<file path="src/rtl/instruction_fetch_unit_pkg.sv">
// Shared types and constants for the instruction fetch unit.
//   fetch_state_t     : request/wait state of the single-outstanding fetcher
//   fetch_wr_t        : one registered FIFO write (up to two instruction slots)
//   FETCH_ALIGN_MASK  : clears the low three bits to form an 8-byte aligned fetch address
//   RESET_PC_DEFAULT  : default first fetch PC after reset
package fetch_pkg;

    typedef enum logic {FETCH_REQ, FETCH_WAIT} fetch_state_t;

    localparam logic [31:0] FETCH_ALIGN_MASK = 32'hFFFF_FFF8;
    localparam logic [31:0] RESET_PC_DEFAULT = 32'hBFC0_0000;

    typedef struct packed {
        logic        en1;
        logic        en2;
        logic [31:0] data1;
        logic [31:0] addr1;
        logic [31:0] data2;
        logic [31:0] addr2;
    } fetch_wr_t;

endpackage

</file>
<file path="src/rtl/instruction_fetch_unit_if.sv">
// SRAM-like instruction cache bus.
//   inst_req     : request valid (fetcher -> cache)
//   inst_addr    : 8-byte aligned request address (fetcher -> cache)
//   inst_addr_ok : request accepted this cycle (cache -> fetcher)
//   inst_data_ok : response valid this cycle (cache -> fetcher)
//   inst_rdata   : [31:0] word at addr, [63:32] word at addr+4 (cache -> fetcher)
// master = fetch unit, slave = cache.
interface instruction_fetch_unit_if;
    logic        inst_req;
    logic [31:0] inst_addr;
    logic        inst_addr_ok;
    logic        inst_data_ok;
    logic [63:0] inst_rdata;

    modport master (
        output inst_req, inst_addr,
        input  inst_addr_ok, inst_data_ok, inst_rdata
    );

    modport slave (
        input  inst_req, inst_addr,
        output inst_addr_ok, inst_data_ok, inst_rdata
    );
endinterface

</file>
<file path="src/rtl/instruction_fetch_unit.sv">
// Instruction fetch unit: writer side of the instruction FIFO.
// Generates fetch PCs, issues one aligned 64-bit cache request at a time, and
// splits each response into one or two (instruction, PC) FIFO writes that are
// presented one cycle after the response.
// Ports:
//   clk, rst                 : clock, synchronous active-high reset
//   redirect_valid/_pc       : branch/exception redirect (also flushes the FIFO)
//   fifo_full                : FIFO back-pressure, checked only at request time
//   ibus                     : cache bus (master side)
//   write_en1/2, write_data1/2, write_address1/2 : FIFO write port
module instruction_fetch_unit
    import fetch_pkg::*;
#(
    parameter logic [31:0] RESET_PC = RESET_PC_DEFAULT
) (
    input  logic                        clk,
    input  logic                        rst,
    input  logic                        redirect_valid,
    input  logic [31:0]                 redirect_pc,
    input  logic                        fifo_full,
    instruction_fetch_unit_if.master    ibus,
    output logic                        write_en1,
    output logic                        write_en2,
    output logic [31:0]                 write_data1,
    output logic [31:0]                 write_address1,
    output logic [31:0]                 write_data2,
    output logic [31:0]                 write_address2
);

    fetch_state_t state_q, state_d;
    logic [31:0]  pc_q, pc_d;
    logic [31:0]  req_pc_q, req_pc_d;
    logic         kill_q, kill_d;
    fetch_wr_t    wr_q, wr_d;

    logic         req;
    logic [31:0]  fetch_addr;
    fetch_wr_t    wr_out;

    always_ff @(posedge clk) begin
        if (rst) begin
            state_q  <= FETCH_REQ;
            pc_q     <= RESET_PC;
            req_pc_q <= '0;
            kill_q   <= 1'b0;
            wr_q     <= '0;
        end else begin
            state_q  <= state_d;
            pc_q     <= pc_d;
            req_pc_q <= req_pc_d;
            kill_q   <= kill_d;
            wr_q     <= wr_d;
        end
    end

    always_comb begin
        state_d    = state_q;
        pc_d       = pc_q;
        req_pc_d   = req_pc_q;
        kill_d     = kill_q;
        wr_d       = '0;
        req        = 1'b0;
        fetch_addr = pc_q & FETCH_ALIGN_MASK;

        case (state_q)
            FETCH_REQ: begin
                // Holding off on redirect keeps the stale PC off the bus.
                req = !fifo_full && !redirect_valid;
                if (req && ibus.inst_addr_ok) begin
                    req_pc_d = pc_q;
                    pc_d     = fetch_addr + 32'd8;
                    state_d  = FETCH_WAIT;
                end
            end
            FETCH_WAIT: begin
                if (ibus.inst_data_ok) begin
                    state_d = FETCH_REQ;
                    kill_d  = 1'b0;
                    // Response splitter: a PC in the upper word of the pair
                    // yields only that word; otherwise both words are written.
                    if (!kill_q && !redirect_valid) begin
                        wr_d.en1   = 1'b1;
                        wr_d.addr1 = req_pc_q;
                        if (req_pc_q[2]) begin
                            wr_d.data1 = ibus.inst_rdata[63:32];
                        end else begin
                            wr_d.data1 = ibus.inst_rdata[31:0];
                            wr_d.en2   = 1'b1;
                            wr_d.data2 = ibus.inst_rdata[63:32];
                            wr_d.addr2 = req_pc_q + 32'd4;
                        end
                    end
                end else if (redirect_valid) begin
                    // Response still in flight: drop it when it arrives.
                    kill_d = 1'b1;
                end
            end
            default: state_d = FETCH_REQ;
        endcase

        if (redirect_valid) begin
            pc_d = redirect_pc;
        end
    end

    // The FIFO is flushed in a redirect cycle, so a write presented then must not land.
    assign wr_out = redirect_valid ? '0 : wr_q;

    assign ibus.inst_req   = req;
    assign ibus.inst_addr  = fetch_addr;

    assign write_en1      = wr_out.en1;
    assign write_en2      = wr_out.en2;
    assign write_data1    = wr_out.data1;
    assign write_address1 = wr_out.addr1;
    assign write_data2    = wr_out.data2;
    assign write_address2 = wr_out.addr2;

endmodule

</file>
<file path="src/flat_wrapper.sv">
// flat-port wrapper written by rule: the top's interface ports become plain ports
module instruction_fetch_unit_flat import fetch_pkg::*;
#(
    parameter logic [31:0] RESET_PC = RESET_PC_DEFAULT
)
  (clk, rst, redirect_valid, redirect_pc, fifo_full, write_en1, write_en2, write_data1, write_address1, write_data2, write_address2, ibus_inst_req, ibus_inst_addr, ibus_inst_addr_ok, ibus_inst_data_ok, ibus_inst_rdata);
  instruction_fetch_unit_if ibus_i ();
  input  logic clk;
  input  logic rst;
  input  logic redirect_valid;
  input  logic [31:0] redirect_pc;
  input  logic fifo_full;
  output logic write_en1;
  output logic write_en2;
  output logic [31:0] write_data1;
  output logic [31:0] write_address1;
  output logic [31:0] write_data2;
  output logic [31:0] write_address2;
  output wire logic [$bits(ibus_i.inst_req)-1:0] ibus_inst_req;
  output wire logic [$bits(ibus_i.inst_addr)-1:0] ibus_inst_addr;
  input wire logic [$bits(ibus_i.inst_addr_ok)-1:0] ibus_inst_addr_ok;
  input wire logic [$bits(ibus_i.inst_data_ok)-1:0] ibus_inst_data_ok;
  input wire logic [$bits(ibus_i.inst_rdata)-1:0] ibus_inst_rdata;
  assign ibus_inst_req = ibus_i.inst_req;
  assign ibus_inst_addr = ibus_i.inst_addr;
  assign ibus_i.inst_addr_ok = ibus_inst_addr_ok;
  assign ibus_i.inst_data_ok = ibus_inst_data_ok;
  assign ibus_i.inst_rdata = ibus_inst_rdata;
  instruction_fetch_unit #(.RESET_PC(RESET_PC)) u_core (.clk(clk), .rst(rst), .redirect_valid(redirect_valid), .redirect_pc(redirect_pc), .fifo_full(fifo_full), .ibus(ibus_i), .write_en1(write_en1), .write_en2(write_en2), .write_data1(write_data1), .write_address1(write_address1), .write_data2(write_data2), .write_address2(write_address2));
endmodule
</file>
<file path="config.mk">
export PLATFORM = sky130hd
export DESIGN_NAME = instruction_fetch_unit_flat
export DESIGN_NICKNAME = d
export VERILOG_FILES = /design/src/rtl/instruction_fetch_unit_pkg.sv /design/src/rtl/instruction_fetch_unit_if.sv /design/src/rtl/instruction_fetch_unit.sv /design/src/flat_wrapper.sv
export SDC_FILE = /design/constraint.sdc
export NUM_CORES = 1
export LEC_CHECK = 0
export ABC_AREA = 1
export BUFFER_PORTS_ARGS = -buffer_cell sky130_fd_sc_hd__buf_2
export CAP_MARGIN = 10
export CORE_MARGIN = 2
export CORE_UTILIZATION = 35
export DETAILED_ROUTE_END_ITERATION = 16
export MAX_ROUTING_LAYER = met4
export SETUP_SLACK_MARGIN = 0.15
export SLEW_MARGIN = 40
export SYNTH_ARGS = -nofsm -noshare
export SYNTH_HDL_FRONTEND = slang
export SYNTH_SLANG_ARGS = --single-unit
</file>
<file path="constraint.sdc">
create_clock -name clk -period 2.1 [get_ports clk]
set_input_delay 0.42 -clock clk [delete_from_list [all_inputs] [get_ports clk]]
set_output_delay 0.42 -clock clk [all_outputs]
set_load 0.005 [all_outputs]
</file>
==> metrics.yaml, run 1 <==
route:
  firstDrtPassIters: 5
  vias: 8010
  postRouteAntennaNets: 0
  vias_per_cell: 4.47
  drc: 0
  avgRoutedWirePerCell_um: 13.9
  drtIter0Drc: 464
  wl_mm: 24.9
yosys:
  ys_ff_latch: 196
  avgSynthCellArea_um2: 6.91
  yosys_warnings: 0
  synth.cell_area_um2: 8550
  synth-xor-area-share: 0.0164
  muxShareOfSynthArea: 0
  synthDominantCellAreaShare: 0.459
  synth_top_family_by_area: "simple AND/OR/NAND/NOR gates"
  yosys.area_share.simple: 0.252
  yosysUniqueCellTypes: 34
  synth_area_leader_cell: "dfxtp_1"
  synthTopCellsByArea: "dfxtp_1 (46%), nor2_1 (11%), inv_1 (9.9%), nand2_1 (8.5%), a21oi_1 (4.1%)"
  synthAdderAreaFrac: 0.00293
  synth_compound_area_frac: 0.110
  netlist_instances: 1237
  synth_seq_area_share: 0.459
floorplanning:
  die_h_um: 160
  core_um2: 24200
  start_util: 0.354
  die_w_um: 160
  std_cell_rows: 57
  io_pins: 265
  die_area_um2: 25700
sta:
  final-max-slew-violation-count: 0
  layout_setup_ws_ps: 305
  tightest_slew_ps: 576
  setup_viol: 0
  fin_crit_sh: 0.855
  timing.slew.headroom: 0.615
  final.setup.tns_ps: 0
  fin_worst_skew_ps: 15.2
  hold_viol: 0
  max_freq_mhz: 557
  rsz0062_at_grt: "false"
  fin_crit_ps: 1790
critical_path:
  path_cells: "buf_4, buf_6, buf_6, nor2_1, buf_2"
  crit_type: "input pin to output port"
  r2r_slack_ps: 370
  worst_path_largest_cell_delay_ps: 300
  cp_data_required_time_ps: 1680
  cp.arrival_ps: 1370
  startpoint_type: "input pin"
  critPathMaxFanout: 36
  reg2regPathDepth: 9
  crit_slowest_cell: "buf_6"
  cp-end-kind: "output port"
  crit_top_cell: "buf_6"
cells_and_area:
  layout-drive-gt1-share: 0.228
  nets: 1559
  final.fill_count: 2581
  n_antenna_cell: 0
  mostFrequentLayoutCells: "buf_2 (260), nor2_1 (258), inv_1 (225)"
  utilization: 0.439
  area_growth_pct: 24.0
  layout_commonest_cell: "buf_2"
run_status:
  status: "finished, final reports clean"
cts:
  numClockSinks: 196
  numCtsBuffers: 17
  clk_latency_ps: 430
  cts_tree: "done"
  postCtsHoldBufs: 0
  cts-root-buf: "clkbuf_16"
  clock_path_buffers: 2
  clk_pin_slew_ps: 90
  h-tree-depth: 4
grt:
  grt_max_degree: 58
  grt_pass1_vias: 7353
  grt-ovfl-total: 0
  grt_usage: 0.198
  grt_pass1_wl_mm: 39.4
  antenna_found_initial: 0
pwr:
  ir_drop_mv: 0.429
  power_density_nw_per_um2: 727
  leakagePower_nw: 4.74
  power_mw: 7.71
place:
  hpwl_mm: 19.5
  place_congestion: 0.927
  io_buffer_count: 261
  place_ws_ps: 95.4
min_path:
  hold_class: "input pin to register"
  holdPathStages: 3
job:
  drv_cap: 0
-- per-stage QoR --
| stage | area [um^2] | instances | hold WS, ps |
|---|---|---|---|
| after floorplan | 8560 | 1239 | 437 |
| final | 10600 | 1792 | 185 |
| after CTS | 10600 | 1791 | 162 |
| after detailed placement | 9970 | 1759 | 449 |
| after global routing | 10600 | 1792 | 163 |
| after global placement | 9970 | 1759 | 450 |
-- what timing repair did --
action | in CTS | in global routing
setup endpoints to repair | 70 | 49
setup buffers | 0 | 1
pin swaps | 0 | 1
resized for setup | 2 | 3
-- final timing paths --
| path | from | to |
|---|---|---|
| hold / removal | ibus_inst_rdata[22] | u_core.wr_q[118] |
| setup / recovery | redirect_valid | write_data2[20] |
| hold reg to reg | u_core.pc_q[1] | u_core.pc_q[1] |
| setup reg to reg | u_core.pc_q[8] | u_core.pc_q[28] |
-- routing by layer --
metal	wire length [um]	track usage	up-vias
met1	11900	0.261	3581
met4	319	0.0426	0
met5	0	-	-
met3	1300	0.0372	19
li1	-	-	4159
met2	11400	0.319	251
-- report_power, final --
part,switching (mW),internal [mW],total [mW]
Sequential,0.0922,3.79,3.89
Clock,1.65,1.62,3.27
Combinational,0.336,0.216,0.552
Total,2.08,5.63,7.71
-- logic make-up after synthesis --
family | count (synthesis)
flops | 196
compound gates | 173
xor+xnor | 16
other cells | 1
simple gates | 530
buf+inv | 319
fa+ha+maj | 2
-- final cells by class --
type / instances / area (um^2) / share of cell area
clock inverter: 15 / 179 / 0.0169
inverter: 231 / 867 / 0.0818
timing repair buffer: 285 / 1520 / 0.143
tap: 324 / 405 / 0.0382
sequential: 196 / 3920 / 0.370
clock buffer: 17 / 425 / 0.0401
multi-input combinational: 724 / 3290 / 0.310
-- state kept, by name (all words and copies together), names as in the netlist --
| signal | flops |
|---|---|
| u_core.pc_q | 32 |
| u_core.state_q | 1 |
| u_core.wr_q | 130 |
| u_core.req_pc_q | 32 |
| u_core.kill_q | 1 |
-- critical path, delay by kind of cell --
family | cells | cell delay (ps)
buf+inv | 4 | 820
simple gates | 1 | 100
-- cells in the mapped netlist (all sizes together) --
cell and number:
clkinv 1, xnor2 7, a211oi 1, inv 230, a221oi 9, dfxtp 196, nor3 28, conb 1
a31oi 5, and2 1, xor2 9, nand3b 3, nand3 26, buf 67, nor2 268, o21a 1
o211ai 1, a21oi 70, clkbuf 21, o21ai 74, a22oi 12, nand4 9, ha 2, nand2 195
Power figures use the tool's default switching activity.
==> inputs of run 2 (changes only) <==
--- a/config.mk
+++ b/config.mk
@@ -8,10 +8,12 @@
 export ABC_AREA = 1
 export BUFFER_PORTS_ARGS = -buffer_cell sky130_fd_sc_hd__buf_2
 export CAP_MARGIN = 10
+export CORE_ASPECT_RATIO = 1.25
 export CORE_MARGIN = 2
 export CORE_UTILIZATION = 35
 export DETAILED_ROUTE_END_ITERATION = 16
 export MAX_ROUTING_LAYER = met4
+export RECOVER_POWER = 25
 export SETUP_SLACK_MARGIN = 0.15
 export SLEW_MARGIN = 40
 export SYNTH_ARGS = -nofsm -noshare
==> run 2 against run 1 <==
Against the previous run: worst setup slack better by 3.4 ps; sequential power barely moved; final area down 0.15%; clock-buffer cell count is 3 higher; largest power group unchanged; clock skew is 5.8 ps lower; critical path depth is 2 higher.
==> metrics.yaml, run 2 (synthesized netlist as in run 1, its figures left out) <==
run_status:
  status: "finished, final reports clean"
sta:
  timing.slew.headroom: 0.361  # -0.254
  rsz0062_at_grt: "false"
  max_freq_mhz: 558  # +0.19%
  hold_viol: 0  # unchanged
  fin_crit_sh: 0.853  # -0.00160
  final.setup.tns_ps: 0  # unchanged
  setup_viol: 0  # unchanged
  fin_worst_skew_ps: 9.39  # -5.80 ps
  fin_crit_ps: 1790  # -3.36 ps
  tightest_slew_ps: 959  # +383 ps
  layout_setup_ws_ps: 308  # +3.36 ps
  holdWs_ps: 177  # -7.12 ps
  final-max-slew-violation-count: 0  # unchanged
pwr:
  pwr-share-clk: 0.440  # +0.016
  intPower_mw: 6.06  # +7.7%
  power.share.switching: 0.234  # -0.0352
  power.share.combinational: 0.070  # -0.002
  power_density_nw_per_um2: 748  # +2.9%
  p_seq_frac: 0.490  # -0.014
  ir_drop_mv: 0.588  # +37%
  leakagePower_nw: 4.71  # -0.71%
  power_switching_mw: 1.85  # -11%
job:
  drv_cap: 0  # unchanged
cells_and_area:
  layout_commonest_cell: "nor2_1"
  multi_input_area_um2: 3270  # -0.61%
  final.fill_count: 2547  # -1.3%
  largest_reg_flops: 130  # unchanged
  area_growth_pct: 23.8
  post-route-cell-area_um2: 10600  # -0.15%
  layout-drive-gt1-share: 0.213  # -0.0154
  top_register: "u_core.wr_q"
  nets: 1562  # +0.19%
  seqCellArea_um2: 3920  # unchanged
  mostFrequentLayoutCells: "nor2_1 (260), buf_2 (251), inv_1 (227)"
  n_antenna_cell: 0  # unchanged
  reg_top3: "u_core.wr_q: 130 flops, u_core.pc_q: 32 flops, u_core.req_pc_q: 32 flops"
floorplanning:
  core_um2: 23900  # -1.2%
  io_pins: 265  # unchanged
  die_area_um2: 25700  # about the same
  die_h_um: 179  # +12%
  die_w_um: 144  # -10%
  std_cell_rows: 63  # +11%
  start_util: 0.358  # +0.00434
route:
  avgRoutedWirePerCell_um: 14.4  # +3.9%
  firstDrtPassIters: 5  # unchanged
  vias_per_cell: 4.46  # -0.32%
  drc: 0  # unchanged
  wl_mm: 25.9  # +4.1%
  drtIter0Drc: 394  # -15%
  postRouteAntennaNets: 0  # unchanged
  vias: 8002  # -0.10%
grt:
  grt_max_degree: 97  # +67%
  grt_usage: 0.206  # +0.00799
  grt-ovfl-total: 0  # unchanged
  grt_pass1_vias: 7609  # +3.5%
  grt_pass1_wl_mm: 39.6  # +0.35%
  antenna_found_initial: 0  # unchanged
place:
  io_buffer_count: 261  # unchanged
  dpl-instance-area_um2: 10000  # +0.51%
  place_congestion: 0.931  # +0.51%
  hpwl_mm: 20.2  # +3.5%
  place_ws_ps: 350  # +254 ps
critical_path:
  cp-end-kind: "register"
  r2r_start: "u_core.state_q"
  startpoint_type: "register"
  crit_slowest_cell: "dfxtp_1"
  crit_type: "register to register"
  worst_path_largest_cell_delay_ps: 480  # +180 ps
  critPathMaxFanout: 21  # -42%
  critPathLaunch: "u_core.state_q"
  cp_data_required_time_ps: 2460  # +780 ps
  r2r_slack_ps: 310  # -60 ps
  reg2regPathDepth: 7  # -2
  cp.arrival_ps: 2150  # +780 ps
  path_cells: "nand2_1, clkinv_1, nand3_2, nor2_1, inv_1, buf_4, a21oi_1"
cts:
  postCtsHoldBufs: 0  # unchanged
  cts-root-buf: "clkbuf_16"
  ctsResizeCount: 0  # -2
  clk_pin_slew_ps: 70  # -20 ps
  clk_latency_ps: 440  # about the same
  post-cts-setup-buffers: 0  # unchanged
  numClockSinks: 196  # unchanged
  h-tree-depth: 4  # unchanged
  numCtsBuffers: 17  # unchanged
  cts_tree: "done"
  clock_path_buffers: 2  # unchanged
min_path:
  holdPathStages: 3  # unchanged
  hp-start: "ibus_inst_rdata[24]"
  hold_class: "input pin to register"
run 2: worst paths after layout:
check,endpoint
setup / recovery,u_core.wr_q[4]
hold / removal,u_core.wr_q[120]
setup reg to reg,u_core.wr_q[4]
hold reg to reg,u_core.pc_q[0]
run 2: power by group through the flow:
stage / registers [mW] / logic (mW) / clock network, mW
finish: 3.88 / 0.551 / 3.48
detailed placement: 3.97 / 0.567 / 0
CTS: 3.88 / 0.570 / 3.58
floorplan: 3.94 / 0.356 / 0
global route: 3.90 / 0.619 / 3.72
global placement: 3.97 / 0.567 / 0
run 2: metrics by stage:
step                       util  std cells  power [mW]
after global routing      0.443       1796        8.23
after floorplan               -       1239        4.30
after CTS                 0.446       1796        8.03
after global placement    0.420       1764        4.54
after detailed placement  0.420       1764        4.53
final                     0.443       1796        7.92
run 2: final cells by class:
type | instances | area share
sequential | 196 | 0.371
clock buffer | 20 | 0.0431
clock inverter | 12 | 0.0168
tap | 325 | 0.0384
timing repair buffer | 288 | 0.141
inverter | 231 | 0.0819
multi-input combinational | 724 | 0.309
run 2: metal layers:
| layer | GRT usage | share of wire | wire length (um) |
|---|---|---|---|
| met5 | - | 0 | 0 |
| met4 | 0.0903 | 0.027 | 689 |
| met3 | 0.0342 | 0.052 | 1350 |
| met2 | 0.350 | 0.48 | 12600 |
| met1 | 0.240 | 0.44 | 11400 |
run 2: worst max-delay path: cells and delay by family (launching register included):
kind	cells	cell delay, ps
buf+inv	3	690
simple gates	3	400
flops	1	480
compound gates	1	150
